--- config.mk ---
export PLATFORM = sky130hd
export DESIGN_NAME = uart_tx_arbiter
export DESIGN_NICKNAME = d
export VERILOG_FILES = /design/src/rtl/uart_arb_pkg.sv /design/src/rtl/uart_tx_arbiter_rr_pick.sv /design/src/rtl/uart_tx_arbiter.sv
export SDC_FILE = /design/constraint.sdc
export NUM_CORES = 1
export LEC_CHECK = 0
export CORE_AREA = 2 2 64 66
export CTS_CLUSTER_SIZE = 28
export DETAILED_ROUTE_END_ITERATION = 10
export DIE_AREA = 0 0 66 68
export PLACE_DENSITY = 0.82
export SYNTH_ARGS = -nofsm -noshare
export SYNTH_HDL_FRONTEND = slang
export SYNTH_HIERARCHICAL = 1
export SYNTH_SLANG_ARGS = --single-unit
--- constraint.sdc ---
create_clock -name clk -period 2.4 [get_ports clk]
set_input_delay 0.36 -clock clk [delete_from_list [all_inputs] [get_ports clk]]
set_output_delay 0.36 -clock clk [all_outputs]
set_load 0.02 [all_outputs]
--- src/rtl/uart_arb_pkg.sv ---
// uart_arb_pkg: shared state encoding and grant index width for the UART TX arbiter
package uart_arb_pkg;
  localparam int GID_W = 3;
  typedef enum logic {IDLE = 1'b0, SEND = 1'b1} state_t;
endpackage

--- src/rtl/uart_tx_arbiter_rr_pick.sv ---
// rr_pick: combinational round-robin picker, first set request at or above ptr with wrap
module rr_pick
  import uart_arb_pkg::*;
#(
  parameter int NREQ = 4
) (
  input  logic [NREQ-1:0]  req,
  input  logic [GID_W-1:0] ptr,
  output logic             found,
  output logic [GID_W-1:0] idx
);
  logic [NREQ-1:0] rot;
  always_comb begin
    rot = NREQ'({req, req} >> ptr);
    found = |req;
    idx = '0;
    for (int k = NREQ - 1; k >= 0; k--)
      if (rot[k]) idx = GID_W'((int'(ptr) + k) % NREQ);
  end
endmodule

--- src/rtl/uart_tx_arbiter.sv ---
// uart_tx_arbiter: message-atomic round-robin sharing of one UART TX FIFO among NREQ byte streams
module uart_tx_arbiter
  import uart_arb_pkg::*;
#(
  parameter int NREQ    = 4,
  parameter int TIMEOUT = 1023
) (
  input  logic              clk,
  input  logic              rst,
  input  logic [NREQ*8-1:0] req_data,
  input  logic [NREQ-1:0]   req_valid,
  input  logic [NREQ-1:0]   req_last,
  output logic [NREQ-1:0]   req_ready,
  output logic [NREQ-1:0]   req_abort,
  output logic [7:0]        fifo_in,
  output logic              fifo_write,
  input  logic              fifo_full,
  output logic              busy,
  output logic [GID_W-1:0]  grant_id
);
  localparam int CW    = (TIMEOUT > 0) ? $clog2(TIMEOUT + 1) : 1;
  localparam int TO_M1 = (TIMEOUT > 0) ? TIMEOUT - 1 : 0;
  state_t           state;
  logic [GID_W-1:0] rr_ptr, pick_idx, nxt_ptr;
  logic [CW-1:0]    cnt;
  logic [NREQ-1:0]  gmask;
  logic             found, send, g_valid, g_last, accept, tmo;
  rr_pick #(.NREQ(NREQ)) u_pick (
    .req  (req_valid),
    .ptr  (rr_ptr),
    .found(found),
    .idx  (pick_idx)
  );
  assign send       = state == SEND;
  assign gmask      = NREQ'(1) << grant_id;
  assign g_valid    = |(req_valid & gmask);
  assign g_last     = |(req_last & gmask);
  assign accept     = send & g_valid & ~fifo_full;
  // the idle cycle that would bring the counter to TIMEOUT is the abort cycle itself
  assign tmo        = (TIMEOUT != 0) & send & ~g_valid & ~fifo_full & (cnt == CW'(TO_M1));
  assign nxt_ptr    = (grant_id == GID_W'(NREQ - 1)) ? '0 : grant_id + 1'b1;
  assign req_ready  = (send & ~fifo_full) ? gmask : '0;
  assign req_abort  = tmo ? gmask : '0;
  assign fifo_write = accept;
  assign fifo_in    = send ? 8'(req_data >> {grant_id, 3'b000}) : 8'h00;
  assign busy       = send;
  always_ff @(posedge clk or posedge rst) begin
    if (rst) begin
      state    <= IDLE;
      rr_ptr   <= '0;
      grant_id <= '0;
      cnt      <= '0;
    end else if (state == IDLE) begin
      cnt <= '0;
      if (found) begin
        state    <= SEND;
        grant_id <= pick_idx;
      end
    end else if ((accept & g_last) | tmo) begin
      state  <= IDLE;
      rr_ptr <= nxt_ptr;
    end else if (accept) begin
      cnt <= '0;
    end else if (~g_valid & ~fifo_full) begin
      cnt <= cnt + 1'b1;
    end
  end
endmodule

* Word-level counts from Yosys, hierarchy flattened
Cells that the tools add are included.
Operators by class: add/subtract/negate cells 5, multipliers 0, div/mod/pow operators 0, $lt $le $gt $ge 0, eq/ne operators 4, shift operators 3, multiplexer cells 15, bitwise gates (word level) 17, reduce and logical (&&, ||, !) cells 9
Operators with widths (count):
- $mux 10 | 4
- $shr 32x6->8 | 1
- $mux 3 | 5
- $reduce_or 4->1 | 3
- $add 10x1->10 const B | 1
- $eq 10x10->1 const B | 1
- $and 1x1->1 | 8
- $and 4x4->4 | 2
- $mux 4 | 2
- $mux 8 | 1
- $shr 8x3->4 | 1
- $reduce_and 2->1 | 3
- $reduce_or 2->1 | 3
- $add 2x2->2 const B | 2
- $shl 1x3->4 const A | 1
- $add 3x1->3 const B | 1
- $and 1x1->1 const A | 3
- $eq 3x2->1 const B | 1
- $mux 1 | 3
- $ne 3x1->1 const B | 1
- $not 1->1 | 3
- $add 2x1->2 const B | 1
- $ne 2x2->1 const B | 1
- $or 1x1->1 | 1
Storage, ports and cells: register bits after elaboration 17, bits in latches 0, bits in writable memories 0, ROM bits 0, output and inout bits 21, memories 0

* Longest topological paths before layout
Gate-level depths: netlist of run 1.
depth in word-level cells 10, depth in mapped cells 9

* Modules after synthesis
The synthesis of run 1 kept the hierarchy.
Modules (own cells, without submodules):
- uart_tx_arbiter | instances 1, cells each 132, area each 1342.5 um^2, seq. area each 425.4 um^2
- rr_pick | instances 1, cells each 31, area each 211.5 um^2, seq. area each 0.0 um^2

* Least setup slack after synthesis of run 1
No wires, ideal clock.
path type register to output, from register grant_id[1], to output req_abort[0], arrival time 2.005 ns, data required time 2.040 ns, setup slack 0.035 ns, stages on the path, launching flop included 8, cell sequence dfrtp_1 clkbuf_1 inv_1 ha_1 a22oi_2 a21oi_1 nor2_1 and3_2
Between the ends: cells in the longest elaborated chain, start to end 8
RTL lines:
- start, declared | line uart_tx_arbiter.sv:19 | output logic [GID_W-1:0] grant_id
- start signal, assigned | line uart_tx_arbiter.sv:57 | grant_id <= pick_idx;
- $shl 1x3->4 * | line uart_tx_arbiter.sv:35 | assign gmask = NREQ'(1) << grant_id;
- $and 4x4->4 | line uart_tx_arbiter.sv:36 | assign g_valid = |(req_valid & gmask);
- $reduce_or 4->1 | line uart_tx_arbiter.sv:36
- $not 1->1 | line uart_tx_arbiter.sv:40 | assign tmo = (TIMEOUT != 0) & send & ~g_valid & ~fifo_full & (cnt == CW'(TO_M1));
- $and 1x1->1 (3 in a row) | line uart_tx_arbiter.sv:40
- $mux 4 * | line uart_tx_arbiter.sv:43 | assign req_abort = tmo ? gmask : '0;
- end, declared | line uart_tx_arbiter.sv:14 | output logic [NREQ-1:0] req_abort,
Mark *: on every way between the ends. The rest lies on a longest branch, timed or not.

* Worst setup path in the final report of run 1
from register grant_id[0], to output fifo_in[5]
Between the ends: cells in the longest elaborated chain, start to end 2
RTL lines:
- $shr 32x6->8 | line uart_tx_arbiter.sv:45 | assign fifo_in = send ? 8'(req_data >> {grant_id, 3'b000}) : 8'h00;
- $mux 8 | line uart_tx_arbiter.sv:45
- end, declared | line uart_tx_arbiter.sv:15 | output logic [7:0] fifo_in,
Every way passes these cells.

==> key figures, run 1 <==
Final layout
  • Filler cells: 354
  • Most frequent cells in the layout: clkdlybuf4s50_1 (50), buf_4 (20), dfrtp_1 (17)
  • Finished Cell Area: 0.002370 sq mm
  • ANT cells: 0
  • Commonest non-fill, non-tap cell in the layout: clkdlybuf4s50_1
  • Share of cells above drive strength 1: 24.90%
  • Area growth from synthesis to layout: 52.50%
  • Final std cells w/o fill: 291
  • Area occupied by multi-input gates: 0.001046 sq mm
  • Nets: 291
  • FF/Latch Area: 425.4 sq um

Synth
  • EDFF count, synth: 0
  • Gate Count Post-Synth: 163
  • Seq/Total Area, Yosys: 27.38%
  • Yosys warning count: 6
  • Netlist Area Pre-Place: 0.001554 sq mm
  • Syn_nets: 212
  • Fraction of registers with async set/reset: 100.0%
  • Mean area per synthesized cell: 9.534 sq um
  • Flops & latches, synth: 17
  • Top FF cell, synth: dfrtp_1
  • Yosys cell types: 53

Die
  • I/O Pins: 64
  • Core ar.: 0.003856 sq mm
  • Die area: 0.004488 sq mm
  • Die X: 66 um
  • # rows: 23
  • Initial Util: 40.30%
  • Chip height: 68 um

GRT
  • Vias in the first global route: 1523
  • Initial antenna violation count: 0
  • Total GRT Usage: 19.97%
  • Largest net degree at the start of global routing: 20
  • First-pass GRT wire length: 6824 um
  • Remaining global-route overflow: 0

Timing
  • Final Max Slew Viols: 0
  • Worst Tran Pin Value: 0.6460 ns
  • Final setup fails: 0
  • Max Freq: 433.1 MHz
  • Final Hold Vio Count: 0
  • Min Clock Period, post-route: 2.309 ns
  • Worst hold margin: 0.4896 ns
  • Slew headroom: 56.89%
  • Final period utilization: 96.22%
  • Setup_tns: 0 ns
  • Worst clock skew: 0.001899 ns
  • Post-route setup slack: 0.09080 ns

CTS
  • Clk sink count: 17
  • Clock buffer depth: 2
  • Reg clk slew, reported paths: 0.07 ns
  • Hold_buf cts: 0
  • Clock root cell: clkbuf_8
  • H-tree depth: 1
  • TritonCTS clock tree: built
  • Number of CTS-inserted buffers: 3
  • Clock Latency Late Sink: 0.25 ns

Drt
  • DRT Pass-1 Iters: 4
  • Detailed-route via count: 1611
  • Final WL: 4233 um
  • Vias/cell: 5.536
  • DR iter-0 viols: 64
  • Drt drc: 0
  • WL/cell: 14.55 um
  • ANT nets after route: 0

Setup path
  • Max stage delay on crit path: 0.50 ns
  • Required time of the critical path: 2.04 ns
  • Slowest cell on the critical path: mux4_2
  • Crit start category: flip-flop
  • Reg-to-Reg End: cnt[9]
  • CP cell instances: buf_4 > buf_8 > mux4_2 > and3_1 > dlygate4sd2_1
  • Buf/Inv on CP: 3
  • R2R setup slack: 0.21 ns
  • CP Capture Point: fifo_in[5]
  • Reg-to-Reg Start: grant_id[0]
  • Delay-heaviest family, CP: buffers and inverters
  • Largest fanout on the critical path: 10
  • CP Depth: 5
  • Worst Path Arrival: 1.95 ns
  • Crit. Startpoint: grant_id[0]
  • CP endpoint kind: primary output
  • R2R cell count: 8
  • Crit Path Class: reg -> out

Power and ir drop
  • LEAKAGE: 0.001047 uW
  • Pwr per Cell Area: 934.1 mW/mm^2
  • Worst VDD drop: 0.4465 mV

Hold path
  • Min-delay worst type: in -> async

Place
  • Routability-driven placement congestion ratio: 0.8750
  • Placed Instances: 284
  • Post-DP HPWL: 3293 um
  • Post-Place Setup Slack: -0.1639 ns
  • Placed cell areas: 0.002317 sq mm
  • Port Buf Inserts: 63

Status
  • Outcome: completed

Run
  • Max-capacitance violation count: 0
==> Yosys cell counts (2+ instances only) <==
library cell / n / share of area, %
dfrtp_1: 17 / 27
nand2_1: 12 / 2.9
and3_1: 9 / 3.6
a21oi_1: 8 / 2.6
mux4_2: 8 / 12
inv_1: 7 / 1.7
nor2_1: 7 / 1.7
ha_1: 6 / 4.8
o21ai_0: 6 / 1.9
o22ai_1: 6 / 2.4
o31ai_1: 6 / 2.9
clkbuf_1: 5 / 1.2
o311ai_0: 5 / 2.8
and3_2: 4 / 1.9
nand3_1: 4 / 1.3
and2_1: 3 / 1.2
buf_6: 3 / 2.2
mux2_2: 3 / 2.2
o211ai_1: 3 / 1.4
a21oi_2: 2 / 1.1
a22oi_1: 2 / 0.97
and2b_1: 2 / 0.97
and4_1: 2 / 1.1
nand2b_1: 2 / 0.81
o21a_1: 2 / 0.97
or2b_2: 2 / 1.1
==> through the flow <==
step / util [%] / total power (uW)
after global placement: 60.09 / 1979
after floorplan: - / 1437
after global routing: 61.45 / 2386
after detailed placement: 60.09 / 2016
after CTS: 61.45 / 2194
final: 61.45 / 2214
==> worst min path at each step <==
stage / start / to / slack [ns]
2_1_floorplan: rst / busy / 0.29
6_report: rst / grant_id[2] / 0.49
4_1_cts: cnt[5] / cnt[5] / 0.50
5_1_grt: cnt[5] / cnt[5] / 0.52
3_5_place_dp: cnt[5] / cnt[5] / 0.49
3_3_place_gp: cnt[5] / cnt[5] / 0.49
==> where the power goes <==
group | internal (uW) | switching, uW | total, uW
registers | 369 | 115 | 485
clock network | 118 | 98.4 | 216
logic | 754 | 758 | 1510
total | 1240 | 972 | 2210
==> timing repair <==
action | in CTS | in global routing
hold endpoints to repair | 0 | 0
gates resized for setup | 23 | 8
endpoints found under the setup margin | 13 | 9
buffers inserted | 1 | 2
pin swaps | 0 | 1
==> routing by layer <==
metal,global-route usage (%),part of all wire [%],up-vias
met5,0,0,-
met4,6.122,1.3,0
met3,2.961,6.9,5
met2,38.51,51,66
met1,22.75,40,758
li1,-,-,782
==> sequential cells by signal (all words and copies together) (netlist names) <==
signal / cells
rr_ptr: 3
busy: 1
cnt: 10
grant_id: 3
==> cells by family after synthesis <==
kind of cell | share of synthesized area (%)
other | 0.2413
and+or+nand+nor | 23.35
DFF | 27.38
buffers and inverters | 5.878
AOI/OAI and AO/OA | 23.91
adders and majority gates | 4.831
muxes | 14.41
==> final cells by class <==
type	instances	area share (%)
clock buffer	4	1.901
inverter	7	1.109
multi-input combinational	129	44.14
sequential	17	17.95
tap	50	2.640
timing repair buffer	84	32.26
Power figures use the tool's default switching activity.
==> run 2: changes to the inputs <==
CORE_AREA = 2 2 61 63   (was 2 2 64 66)
DIE_AREA = 0 0 63 65   (was 0 0 66 68)
PLACE_DENSITY = 0.89   (was 0.82)
clock period = 2.7 ns   (was 2.4 ns; I/O delays follow)
==> key figures, run 2 (synthesis gave the netlist of run 1 again) <==
GRT
  • Initial antenna violation count: 0
  • Remaining global-route overflow: 0
  • Vias in the first global route: 1568
  • Largest net degree at the start of global routing: 20
  • Total GRT Usage: 21.16%
  • First-pass GRT wire length: 6962 um

Die
  • # rows: 22
  • Die area: 0.004095 sq mm
  • Die X: 63 um
  • Initial Util: 44.45%
  • Core ar.: 0.003496 sq mm
  • I/O Pins: 64
  • Chip height: 65 um

Setup path
  • Reg-to-Reg End: cnt[2]
  • Delay-heaviest family, CP: buffers and inverters
  • Buf/Inv on CP: 2
  • Required time of the critical path: 2.30 ns
  • CP cell instances: buf_6 > mux4_2 > and3_1 > clkdlybuf4s50_1
  • Reg-to-Reg Start: grant_id[0]
  • Crit start category: flip-flop
  • Crit Path Class: reg -> out
  • Largest fanout on the critical path: 9
  • CP endpoint kind: primary output
  • R2R cell count: 8
  • R2R setup slack: 0.43 ns
  • CP Depth: 4
  • Worst Path Arrival: 2.13 ns
  • Slowest cell on the critical path: clkdlybuf4s50_1
  • Max stage delay on crit path: 0.53 ns

CTS
  • Post-CTS setup buffers: 0
  • Clock Latency Late Sink: 0.29 ns
  • TritonCTS clock tree: built
  • Clock root cell: clkbuf_4
  • Number of CTS-inserted buffers: 3
  • Clk sink count: 17
  • H-tree depth: 1
  • Clock buffer depth: 2
  • Reg clk slew, reported paths: 0.10 ns

Place
  • Port Buf Inserts: 63
  • Post-DP HPWL: 3304 um
  • Placed cell areas: 0.002285 sq mm
  • Routability-driven placement congestion ratio: 0.8377

Timing
  • Final period utilization: 93.94%
  • Slew headroom: 56.80%
  • Min Clock Period, post-route: 2.536 ns
  • Unrepaired setup endpoints after global routing: false
  • Max Freq: 394.3 MHz
  • Final Max Slew Viols: 0
  • Final Hold Vio Count: 0
  • Final setup fails: 0
  • Worst Tran Pin Value: 0.6472 ns
  • Worst clock skew: 0.003611 ns

Drt
  • Detailed-route via count: 1602
  • WL/cell: 14.41 um
  • Final WL: 4064 um
  • ANT nets after route: 0
  • Drt drc: 0
  • DRT Pass-1 Iters: 4
  • Vias/cell: 5.681
  • DR iter-0 viols: 115

Power and ir drop
  • Pwr per Cell Area: 819.1 mW/mm^2
  • Pwr Total: 1897 uW
  • Net Sw Frac: 44.18%
  • Worst VDD drop: 0.5180 mV
  • Comb pwr share: 69.3%
  • Clock share of power: 7.1%
  • NetSw: 838.0 uW
  • Internal Power: 1059 uW
  • LEAKAGE: 0.001001 uW
  • Part of the power in registers: 23.5%

Hold path
  • Min-delay worst type: in -> async

Final layout
  • Most frequent cells in the layout: clkdlybuf4s50_1 (58), dfrtp_1 (16), buf_4 (13)
  • Share of cells above drive strength 1: 20.51%
  • Commonest non-fill, non-tap cell in the layout: clkdlybuf4s50_1
  • Nets: 284
  • Finished Cell Area: 0.002316 sq mm
  • Max reg flops: 10
  • ANT cells: 0
  • Largest register by flop count: cnt
  • Area growth from synthesis to layout: 49.03%
  • Registers with the most flip-flops: cnt: 10 flops, grant_id: 3 flops, rr_ptr: 3 flops

Status
  • Outcome: completed

Run
  • Max-capacitance violation count: 0
## run 2: layout make-up
cell class | count | area, sq um
tap | 48 | 60.06
timing repair buffer | 77 | 737.0
inverter | 7 | 26.28
sequential | 17 | 426.7
fill | 292 | 1180
multi-input combinational | 129 | 1040
clock buffer | 4 | 26.28
## run 2: repair_timing
item | CTS | global route
hold buffers | 0 | 0
gates resized for setup | 5 | 3
setup endpoints to repair | 4 | 9
## run 2: worst max path at each step
stage | startpoint | end | slack, ns
3_5_place_dp | req_valid[2] | req_abort[3] | -0.02
5_1_grt | grant_id[0] | req_abort[3] | 0.05
2_1_floorplan | grant_id[1] | req_abort[0] | 0.29
3_3_place_gp | req_valid[2] | req_abort[0] | 0.03
6_report | grant_id[0] | fifo_in[5] | 0.16
4_1_cts | grant_id[0] | fifo_write | 0.02
## run 2: worst reg2reg max path, stage by stage, from the launching register on
cell and delay, ns:
dfrtp_2 0.45, inv_1 0.10, ha_1 0.28, a22oi_4 0.11, buf_4 0.15, a21o_4 0.23, nand2_2 0.09, or2_0 0.52
o21ai_0 0.20
## run 2: metrics by stage
stage	setup TNS (ns)	instances	setup slack (ns)	util (%)	hold slack, ns
floorplan	0	163	0.2898	-	0.3311
global placement	0	278	0.03348	65.35	0.4888
detailed placement	-0.02830	278	-0.01554	65.35	0.5013
CTS	0	282	0.02042	66.03	0.5079
global route	0	282	0.04702	66.25	0.5399
finish	0	282	0.1637	66.25	0.4919
## run 2: power groups by stage
stage / combinational, uW / clock (uW) / sequential [uW]
after detailed placement: 1310 / 0 / 444
final: 1320 / 135 / 446
after floorplan: 850 / 0 / 427
after global routing: 1430 / 158 / 462
after CTS: 1320 / 138 / 439
after global placement: 1280 / 0 / 441
## run 2: metal layers
layer / routed length (um) / up-vias / GRT usage [%] / share of wire (%)
met4: 34 / 0 / 4.167 / 0.84
met1: 1656 / 746 / 25.30 / 41
met5: 0 / - / 0 / 0
met2: 2047 / 85 / 38.96 / 50
li1: - / 767 / - / -
met3: 325 / 4 / 4.688 / 8.0
